<file path="config.mk">
export PLATFORM = sky130hd
export DESIGN_NAME = cdb_arbiter_flat
export DESIGN_NICKNAME = d
export VERILOG_FILES = /design/src/rtl/cdb_arbiter_pkg.sv /design/src/rtl/cdb_arbiter_if.sv /design/src/rtl/cdb_lane_alloc.sv /design/src/rtl/cdb_arbiter.sv /design/src/flat_wrapper.sv
export SDC_FILE = /design/constraint.sdc
export NUM_CORES = 1
export LEC_CHECK = 0
export BUFFER_PORTS_ARGS = -buffer_cell sky130_fd_sc_hd__clkbuf_2
export CAP_MARGIN = 10
export CORE_UTILIZATION = 35
export DETAILED_ROUTE_END_ITERATION = 8
export PLACE_DENSITY = 0.61
export SLEW_MARGIN = 5
export SYNTH_ARGS = -nofsm -noshare
export SYNTH_HDL_FRONTEND = slang
export SYNTH_SLANG_ARGS = --single-unit
</file>
<file path="constraint.sdc">
create_clock -name i_clk -period 6.6 [get_ports i_clk]
set_clock_uncertainty 0.15 [all_clocks]
set_input_delay 0 -clock i_clk [delete_from_list [all_inputs] [get_ports i_clk]]
set_output_delay 0 -clock i_clk [all_outputs]
set_load 0.01 [all_outputs]
</file>
<file path="src/rtl/cdb_arbiter_pkg.sv">
// Shared constants for the CDB grant scheduler.
// Requester index order is ALU units, then MULT units, then LOAD units.
package cdb_arbiter_pkg;

  localparam int unsigned NUM_FU_ALU  = 4;
  localparam int unsigned NUM_FU_MULT = 2;
  localparam int unsigned NUM_FU_LOAD = 2;

  localparam int unsigned NUM_REQ_DEF   = NUM_FU_ALU + NUM_FU_MULT + NUM_FU_LOAD;
  localparam int unsigned NUM_LANE_DEF  = 4;
  localparam int unsigned AGE_LIMIT_DEF = 3;
  localparam int unsigned AGE_WIDTH_DEF = $clog2(AGE_LIMIT_DEF + 1);

  // Requester index map
  localparam int unsigned ALU_BASE  = 0;
  localparam int unsigned MULT_BASE = NUM_FU_ALU;
  localparam int unsigned LOAD_BASE = NUM_FU_ALU + NUM_FU_MULT;

endpackage

</file>
<file path="src/rtl/cdb_arbiter_if.sv">
// Request/grant bundle between the functional units and the CDB arbiter.
//   req           FU -> arb  finished result pending, one bit per requester
//   lane_enable   FU -> arb  lane usable this cycle
//   squash        FU -> arb  branch-recovery flush
//   gnt           arb -> FU  requester wins a lane this cycle
//   gnt_bus       arb -> FU  one-hot requester select per lane
//   lane_valid    arb -> FU  lane carries a grant
//   starve_active arb -> FU  a grant came from the starvation pass
//   age_debug     arb -> FU  current age counters
interface cdb_arbiter_if
  import cdb_arbiter_pkg::*;
#(
  parameter int unsigned NUM_REQ   = NUM_REQ_DEF,
  parameter int unsigned NUM_LANE  = NUM_LANE_DEF,
  parameter int unsigned AGE_WIDTH = AGE_WIDTH_DEF
);
  logic [NUM_REQ-1:0]                 req;
  logic [NUM_LANE-1:0]                lane_enable;
  logic                               squash;
  logic [NUM_REQ-1:0]                 gnt;
  logic [NUM_LANE-1:0][NUM_REQ-1:0]   gnt_bus;
  logic [NUM_LANE-1:0]                lane_valid;
  logic                               starve_active;
  logic [NUM_REQ-1:0][AGE_WIDTH-1:0]  age_debug;

  modport master (
    output req, lane_enable, squash,
    input  gnt, gnt_bus, lane_valid, starve_active, age_debug
  );

  modport slave (
    input  req, lane_enable, squash,
    output gnt, gnt_bus, lane_valid, starve_active, age_debug
  );
endinterface

</file>
<file path="src/rtl/cdb_lane_alloc.sv">
// Combinational lane allocator.
// Walks the high-priority vector in ascending index, then the low-priority
// vector in ascending index, handing each set requester the lowest enabled
// lane still free. Requesters left over when lanes run out get nothing.
//   i_req_hi       first-pass requesters
//   i_req_lo       second-pass requesters (disjoint from i_req_hi)
//   i_lane_enable  usable lanes
//   o_gnt_bus      one-hot requester select per lane
module cdb_lane_alloc #(
  parameter int unsigned NUM_REQ  = 8,
  parameter int unsigned NUM_LANE = 4
) (
  input  logic [NUM_REQ-1:0]               i_req_hi,
  input  logic [NUM_REQ-1:0]               i_req_lo,
  input  logic [NUM_LANE-1:0]              i_lane_enable,
  output logic [NUM_LANE-1:0][NUM_REQ-1:0] o_gnt_bus
);

  always_comb begin
    logic [NUM_LANE-1:0] w_free;
    logic                w_done;
    o_gnt_bus = '0;
    w_free    = i_lane_enable;
    w_done    = 1'b0;
    for (int unsigned p = 0; p < 2; p++) begin
      for (int unsigned r = 0; r < NUM_REQ; r++) begin
        w_done = 1'b0;
        if ((p == 0) ? i_req_hi[r] : i_req_lo[r]) begin
          for (int unsigned l = 0; l < NUM_LANE; l++) begin
            if (!w_done && w_free[l]) begin
              o_gnt_bus[l][r] = 1'b1;
              w_free[l]       = 1'b0;
              w_done          = 1'b1;
            end
          end
        end
      end
    end
  end

endmodule

</file>
<file path="src/rtl/cdb_arbiter.sv">
// CDB grant scheduler: fixed priority (lowest index wins) with per-requester
// age counters that promote a requester denied AGE_LIMIT consecutive cycles
// ahead of the base policy.
//   i_clk    system clock, rising edge
//   i_rst_n  asynchronous reset, active low
//   bus      cdb_arbiter_if slave side (requests in, grants out)
module cdb_arbiter
  import cdb_arbiter_pkg::*;
#(
  parameter int unsigned NUM_REQ   = NUM_REQ_DEF,
  parameter int unsigned NUM_LANE  = NUM_LANE_DEF,
  parameter int unsigned AGE_LIMIT = AGE_LIMIT_DEF,
  parameter int unsigned AGE_WIDTH = $clog2(AGE_LIMIT + 1)
) (
  input  logic          i_clk,
  input  logic          i_rst_n,
  cdb_arbiter_if.slave  bus
);

  logic [NUM_REQ-1:0][AGE_WIDTH-1:0] r_age;
  logic [NUM_REQ-1:0]                w_starving;
  logic [NUM_REQ-1:0]                w_pri_hi;
  logic [NUM_REQ-1:0]                w_pri_lo;
  logic [NUM_REQ-1:0]                w_gnt;
  logic [NUM_LANE-1:0]               w_lane_valid;
  logic [NUM_LANE-1:0][NUM_REQ-1:0]  w_bus;
  logic                              w_live;

  always_comb begin
    w_starving = '0;
    for (int unsigned i = 0; i < NUM_REQ; i++)
      w_starving[i] = bus.req[i] && (r_age[i] == AGE_WIDTH'(AGE_LIMIT));
  end

  // Reset and squash both suppress grants by emptying the request vectors,
  // so every output collapses to zero through the allocator.
  assign w_live   = i_rst_n && !bus.squash;
  assign w_pri_hi = w_live ? w_starving : '0;
  assign w_pri_lo = w_live ? (bus.req & ~w_starving) : '0;

  cdb_lane_alloc #(
    .NUM_REQ  (NUM_REQ),
    .NUM_LANE (NUM_LANE)
  ) u_alloc (
    .i_req_hi      (w_pri_hi),
    .i_req_lo      (w_pri_lo),
    .i_lane_enable (bus.lane_enable),
    .o_gnt_bus     (w_bus)
  );

  always_comb begin
    w_gnt        = '0;
    w_lane_valid = '0;
    for (int unsigned l = 0; l < NUM_LANE; l++) begin
      w_gnt           = w_gnt | w_bus[l];
      w_lane_valid[l] = |w_bus[l];
    end
  end

  assign bus.gnt           = w_gnt;
  assign bus.gnt_bus       = w_bus;
  assign bus.lane_valid    = w_lane_valid;
  assign bus.starve_active = |(w_gnt & w_pri_hi);
  assign bus.age_debug     = r_age;

  always_ff @(posedge i_clk or negedge i_rst_n) begin
    if (!i_rst_n) begin
      r_age <= '0;
    end else begin
      for (int unsigned i = 0; i < NUM_REQ; i++) begin
        if (bus.squash || w_gnt[i] || !bus.req[i])
          r_age[i] <= '0;
        else if (r_age[i] != AGE_WIDTH'(AGE_LIMIT))
          r_age[i] <= r_age[i] + AGE_WIDTH'(1);
      end
    end
  end

endmodule

</file>
<file path="src/flat_wrapper.sv">
// flat-port wrapper written by rule: the top's interface ports become plain ports
module cdb_arbiter_flat import cdb_arbiter_pkg::*;
#(
  parameter int unsigned NUM_REQ   = NUM_REQ_DEF,
  parameter int unsigned NUM_LANE  = NUM_LANE_DEF,
  parameter int unsigned AGE_LIMIT = AGE_LIMIT_DEF,
  parameter int unsigned AGE_WIDTH = $clog2(AGE_LIMIT + 1)
)
  (i_clk, i_rst_n, bus_req, bus_lane_enable, bus_squash, bus_gnt, bus_gnt_bus, bus_lane_valid, bus_starve_active, bus_age_debug);
  cdb_arbiter_if #(.NUM_REQ(NUM_REQ), .NUM_LANE(NUM_LANE), .AGE_WIDTH(AGE_WIDTH)) bus_i ();
  input  logic i_clk;
  input  logic i_rst_n;
  input wire logic [$bits(bus_i.req)-1:0] bus_req;
  input wire logic [$bits(bus_i.lane_enable)-1:0] bus_lane_enable;
  input wire logic [$bits(bus_i.squash)-1:0] bus_squash;
  output wire logic [$bits(bus_i.gnt)-1:0] bus_gnt;
  output wire logic [$bits(bus_i.gnt_bus)-1:0] bus_gnt_bus;
  output wire logic [$bits(bus_i.lane_valid)-1:0] bus_lane_valid;
  output wire logic [$bits(bus_i.starve_active)-1:0] bus_starve_active;
  output wire logic [$bits(bus_i.age_debug)-1:0] bus_age_debug;
  assign bus_i.req = bus_req;
  assign bus_i.lane_enable = bus_lane_enable;
  assign bus_i.squash = bus_squash;
  assign bus_gnt = bus_i.gnt;
  assign bus_gnt_bus = bus_i.gnt_bus;
  assign bus_lane_valid = bus_i.lane_valid;
  assign bus_starve_active = bus_i.starve_active;
  assign bus_age_debug = bus_i.age_debug;
  cdb_arbiter #(.NUM_REQ(NUM_REQ), .NUM_LANE(NUM_LANE), .AGE_LIMIT(AGE_LIMIT), .AGE_WIDTH(AGE_WIDTH)) u_core (.i_clk(i_clk), .i_rst_n(i_rst_n), .bus(bus_i));
endmodule
</file>
Word-level counts from Yosys, hierarchy flattened
Index checks and enable logic that the tools add are counted.
{"block": "classes", "reduce_logical": 143, "n_eq_ne": 16, "add_sub_neg": 8, "shifts": 0, "n_div": 0, "muxes": 294, "n_mul": 0, "n_bitwise": 6, "magnitude_cmp": 0}
{"operator": "$mux 1", "n": 261}
{"operator": "$mux 4", "n": 15}
{"operator": "$logic_and 1x1->1", "n": 57}
{"operator": "$logic_not 1->1", "n": 57}
{"operator": "$reduce_or 8->1", "n": 5}
{"operator": "$mux 2", "n": 16}
{"operator": "$or 8x8->8", "n": 3}
{"operator": "$add 2x1->2 const B", "n": 8}
{"operator": "$and 8x8->8", "n": 2}
{"operator": "$eq 2x2->1 const B", "n": 8}
{"operator": "$logic_or 1x1->1", "n": 16}
{"operator": "$mux 8", "n": 2}
{"operator": "$ne 2x2->1 const B", "n": 8}
{"operator": "$reduce_bool 2->1", "n": 8}
{"operator": "$not 8->8", "n": 1}
{"block": "word_totals", "regBits": 16, "ramBits": 0, "wordCells": 475, "latch_bits": 0, "input_bits": 15, "mem_bits_ro": 0, "mem_count": 0, "out_inout_bits": 61}

Longest topological paths before layout
{"block": "logic_depth", "ltp_word": 230, "mapped_depth": 14, "depth_no_buf": 11}

Cells and area by module
From an unflattened synthesis, not the netlist that was laid out.
{"block": "unflattened", "hier_cells": 434, "area_unflattened_um2": 3014.1}
{"module": "cdb_lane_alloc", "cells_each": 314, "seq_area_each_um2": 0.0, "area_each_um2": 1883.1, "n_inst": 1}
{"module": "cdb_arbiter", "cells_each": 120, "seq_area_each_um2": 400.4, "area_each_um2": 1131.1, "n_inst": 1}

Worst setup path before layout
No wires, ideal clock.
{"block": "synth_path", "path_type": "register -> register", "startpoint": "reg u_core.r_age, in the netlist u_core.bus.age_debug[12]", "endpoint": "reg u_core.r_age, in the netlist u_core.bus.age_debug[14]", "synth_period_minus_slack_ps": 3758, "path_buffers": 1, "path_slack_ps": 2842, "arrival_ps": 3456, "required_ps": 6298, "setup_time_ps": 152, "path_stages_with_launch": 13, "path_cell_list": "dfrtp_1 -> ha_1 -> buf_2 -> a22o_1 -> o31a_1 -> nor4_1 -> a21boi_1 -> nor4_1 -> o221ai_1 -> o21ai_0 -> o311ai_2 -> o311ai_1 -> nor4b_1"}
{"block": "synth_via", "elab_chain_len": 46, "word_cells_on_any_way": 169, "classes_between": "eq/ne: 1; mux: 105; bitwise: 5; reduce/logical: 58"}
{"item": "start: declaration", "line_no": "cdb_arbiter.sv:20", "source": "logic [NUM_REQ-1:0][AGE_WIDTH-1:0] r_age;"}
{"item": "start signal: indexed assignment", "line_no": "cdb_arbiter.sv:74", "source": "r_age[i] <= r_age[i] + AGE_WIDTH'(1);"}
{"item": "$eq 2x2->1 (*)", "line_no": "cdb_arbiter.sv:32", "source": "w_starving[i] = bus.req[i] && (r_age[i] == AGE_WIDTH'(AGE_LIMIT));"}
{"item": "$logic_and 1x1->1 (*)", "line_no": "cdb_arbiter.sv:32"}
{"item": "$mux 8", "line_no": "cdb_arbiter.sv:38", "source": "assign w_pri_hi = w_live ? w_starving : '0;"}
{"item": "$mux 4", "line_no": "cdb_lane_alloc.sv:28", "source": "if ((p == 0) ? i_req_hi[r] : i_req_lo[r]) begin"}
{"item": "$mux 1", "line_no": "cdb_lane_alloc.sv:30", "source": "if (!w_done && w_free[l]) begin"}
{"item": "$mux 1", "line_no": "cdb_lane_alloc.sv:28"}
{"item": "$logic_not 1->1", "line_no": "cdb_lane_alloc.sv:30"}
{"item": "$logic_and 1x1->1", "line_no": "cdb_lane_alloc.sv:30"}
{"item": "(+30 left out)"}
{"item": "$logic_not 1->1 / $mux 4 (equally long branches)", "line_no": "cdb_lane_alloc.sv:30, cdb_lane_alloc.sv:28"}
{"item": "$logic_and 1x1->1", "line_no": "cdb_lane_alloc.sv:30"}
{"item": "$mux 1", "line_no": "cdb_lane_alloc.sv:30"}
{"item": "$mux 1", "line_no": "cdb_lane_alloc.sv:28"}
{"item": "$or 8x8->8 (*)", "line_no": "cdb_arbiter.sv:55", "source": "w_gnt = w_gnt | w_bus[l];"}
{"item": "named net bus_gnt[7]", "line_no": "flat_wrapper.sv:16", "source": "output wire logic [$bits(bus_i.gnt)-1:0] bus_gnt;"}
{"item": "$logic_or 1x1->1 (*) (2 in a row)", "line_no": "cdb_arbiter.sv:71", "source": "if (bus.squash || w_gnt[i] || !bus.req[i])"}
{"item": "$mux 2 / $reduce_bool 2->1 (equally long branches)"}
Mark *: on every way through the listed nets, which the timed path passes. The rest lies on a longest branch. The select of a mux whose other input is x is not followed.
A chain may end at the register's enable or synchronous reset.

Worst setup path after layout
{"block": "layout_path", "startpoint": "in i_rst_n", "endpoint": "out bus_starve_active"}
{"block": "layout_via", "elab_chain_len": 62, "word_cells_on_any_way": 362, "classes_between": "mux: 266; bitwise: 4; reduce/logical: 92"}
{"item": "start: declaration", "line_no": "flat_wrapper.sv:12", "source": "input logic i_rst_n;"}
{"item": "$logic_and 1x1->1 (*)", "line_no": "cdb_arbiter.sv:37", "source": "assign w_live = i_rst_n && !bus.squash;"}
{"item": "$mux 8", "line_no": "cdb_arbiter.sv:38"}
{"item": "$mux 4", "line_no": "cdb_lane_alloc.sv:28"}
{"item": "$mux 1", "line_no": "cdb_lane_alloc.sv:30"}
{"item": "$mux 1", "line_no": "cdb_lane_alloc.sv:28"}
{"item": "$logic_not 1->1", "line_no": "cdb_lane_alloc.sv:30"}
{"item": "$logic_and 1x1->1", "line_no": "cdb_lane_alloc.sv:30"}
{"item": "$mux 1", "line_no": "cdb_lane_alloc.sv:30"}
{"item": "(+46 left out)"}
{"item": "$mux 1, on equally long branches", "line_no": "cdb_lane_alloc.sv:30, cdb_lane_alloc.sv:28"}
{"item": "$mux 4 / $logic_not 1->1 (equally long branches)", "line_no": "cdb_lane_alloc.sv:28, cdb_lane_alloc.sv:30"}
{"item": "$logic_and 1x1->1", "line_no": "cdb_lane_alloc.sv:30"}
{"item": "$mux 1", "line_no": "cdb_lane_alloc.sv:30"}
{"item": "$mux 1", "line_no": "cdb_lane_alloc.sv:28"}
{"item": "$or 8x8->8", "line_no": "cdb_arbiter.sv:55"}
{"item": "$and 8x8->8 (*)", "line_no": "cdb_arbiter.sv:63", "source": "assign bus.starve_active = |(w_gnt & w_pri_hi);"}
{"item": "$reduce_or 8->1 (*)", "line_no": "cdb_arbiter.sv:63"}
{"item": "end: declaration", "line_no": "flat_wrapper.sv:19", "source": "output wire logic [$bits(bus_i.starve_active)-1:0] bus_starve_active;"}
Mark *: on every way between the ends. The rest lies on a longest branch, timed or not. The select of a mux whose other input is x is not followed.

==> flow_summary.ini <==
[final_layout]
nets = 561
diodes = 0
final_cells = 670
seq_area_um2 = 400.4
final_area_um2 = 4035
fillers = 1036
layout_commonest_cell = clkbuf_2
layout_common_cells = 75 x clkbuf_2, 48 x nand2_1, 47 x nor2_1, 21 x nor3_1, 20 x a21oi_1
area_delta_synth_final_pct = 14.61
multi_input_area_um2 = 2927
largest_register_ffs = 16
drive_gt1_frac = 0.2197

[clock_tree]
clkTransAtPathRegs_ps = 60
cts.path.max_buffers = 2
clockRootBuffer = clkbuf_8
htreeDepth = 1
cts_sinks = 16
clk_latency_ps = 240
cts_tree = done
cts_made_buffers = 3

[floorplan]
rows = 36
fp.dieW_um = 102.3
die_h_um = 102.3
start_util = 0.3602
die-area_um2 = 10460
core_area_um2 = 9774
io_pins = 76

[worst_setup_path]
reg2reg_depth = 11
cp-end-kind = output port
startpoint = i_rst_n
worst-setup-path-type = in -> out
cp.arrival_ps = 5430
worst-path-max-fanout = 32
r2r-start = u_core.bus.age_debug[0]
ff2ff_setup_slack_ps = 1720
worstSetupStartpointType = input pin
rr_endpoint = u_core.bus.age_debug[13]
crit_end = bus_starve_active
required_ps = 6450

[logic_synthesis]
seq_area_frac_synth = 0.1137
synth_cell_type_count = 95
syn_avg_cell_area_um2 = 7.350
synth_area_um2 = 3521
synthFlopType = dfrtp_1
synth_edf_count = 0
synthArstFlopShare = 1.000
synth_warnings = 0
yosys-top-cells-area = dfrtp_1 11%, nand2_1 5.1%, nor2_1 5.0%, nor3_1 3.0%, a21oi_1 2.8%
synth_cells = 479
synth_largest_area_cell = dfrtp_1
synth_top_area_frac = 0.1137
ys_seq_elements = 16
synth_nets = 502

[placement]
dp_hpwl_um = 11630
io_buffer_count = 75
postPlaceCellArea_um2 = 3910
dpl_worst_slack_ps = 1676
placed_cells = 659
gp_congestion = 1.055

[grt]
grt_first_pass_wirelength_um = 22140
track_usage = 0.2763
grt_start_max_net_pins = 33
overflow = 0
grt_pass1_vias = 4012
antenna_found_initial = 0

[sta]
hold-worst-slack_ps = 56.29
rsz0062_at_grt = false
worst_pin_slew_ps = 886.0
post-route-period-util = 0.8461
fin_ws_ps = 1016
slew_viol_final = 0
finalSetupTns_ps = 0
relSlewSlack = 0.4081
min_period_ps = 5584
finalHoldViolCount = 0
setup_violations = 0
fmax_ghz = 0.1791

[min_path]
hold_path_class = in -> reg

[drt]
drc = 0
vias = 4418
viasPerCell = 6.594
dr.pass1.iters = 6
antenna_left = 0
wl_per_cell_um = 21.64
wirelength_um = 14500
dr.first_iter.drc_count = 536

[pwr]
peakVddDrop_mv = 0.1262
p_leak_uw = 0.001685
p_per_area_nw_per_um2 = 93.18

[job]
max_cap_violations = 0

[status]
outcome = complete, no violations
-- cells by family (layout without fill, tap and decap cells) --
logic type / Yosys count / in the layout / synth area share
flops: 16 / 16 / 0.1137
compound gates: 164 / 164 / 0.3643
mux: 10 / 10 / 0.02950
buf+inv: 38 / 96 / 0.05508
xor+xnor: 19 / 19 / 0.04726
fa+ha+maj: 11 / 11 / 0.03731
simple gates: 221 / 221 / 0.3529
-- stage by stage --
step / utilization / total power (uW)
3_5_place_dp: 0.4000 / 285.7
5_1_grt: 0.4128 / 397.9
6_report: 0.4128 / 376.0
2_1_floorplan: - / 227.9
4_1_cts: 0.4128 / 374.9
3_3_place_gp: 0.4000 / 286.3
-- cells in the mapped netlist (all sizes together), types with 9 or more instances --
| cell | number |
|---|---|
| a31oi | 9 |
| xnor2 | 10 |
| buf | 21 |
| a21oi | 21 |
| o211ai | 11 |
| xor2 | 9 |
| dfrtp | 16 |
| o22ai | 10 |
| a211oi | 9 |
| o31ai | 15 |
| nor2 | 50 |
| o21ai | 22 |
| nand3 | 15 |
| nor3 | 26 |
| nand4b | 9 |
| nand2 | 49 |
-- repair_timing --
action                     in CTS  in global routing
setup endpoints to repair       0                  0
resized for setup               0                  0
hold endpoints to repair       28                  0
buffers inserted                0                  0
hold buffers                    7                  0
-- worst min path at each step --
stage / start / to / slack (ps) / cells after the start
floorplan: i_rst_n / u_core.bus.age_debug[0] / -450 / 0
global placement: i_rst_n / u_core.bus.age_debug[15] / -100 / 1
detailed placement: i_rst_n / u_core.bus.age_debug[14] / -80 / 1
CTS: bus_req[6] / u_core.bus.age_debug[13] / 50 / 5
global route: bus_req[6] / u_core.bus.age_debug[13] / 100 / 5
finish: bus_req[6] / u_core.bus.age_debug[13] / 60 / 5
-- metal layers --
| layer | GRT usage | part of all wire | vias to the layer above |
|---|---|---|---|
| met5 | 0 | 0 | - |
| met4 | 0.1330 | 0.053 | 0 |
| met3 | 0.02326 | 0.076 | 66 |
| met2 | 0.4347 | 0.44 | 261 |
| met1 | 0.3799 | 0.43 | 2091 |
| li1 | - | - | 2000 |
-- critical path, stage by stage --
cell and delay [ps]:
dlygate4sd3_1 520, clkbuf_2 540, nand4b_2 570, a41oi_1 800, nor2_1 160, o22ai_1 400
and2_1 290, or3_1 420, o31ai_1 230, nor3_1 670, o221ai_1 190, a2111o_1 460
clkbuf_2 140
-- final cells by class --
class | count | area share
Timing Repair Buffer | 83 | 0.1122
Sequential cell | 16 | 0.09922
Clock buffer | 4 | 0.01364
Multi-Input combinational cell | 425 | 0.7253
Inverter | 9 | 0.008372
Tap cell | 133 | 0.04124
-- power breakdown --
| part | switching, uW | total (uW) | internal [uW] |
|---|---|---|---|
| clock | 31.4 | 84.2 | 52.8 |
| sequential | 5.23 | 109 | 103 |
| combinational | 120 | 183 | 63.1 |
Power figures use the tool's default switching activity.
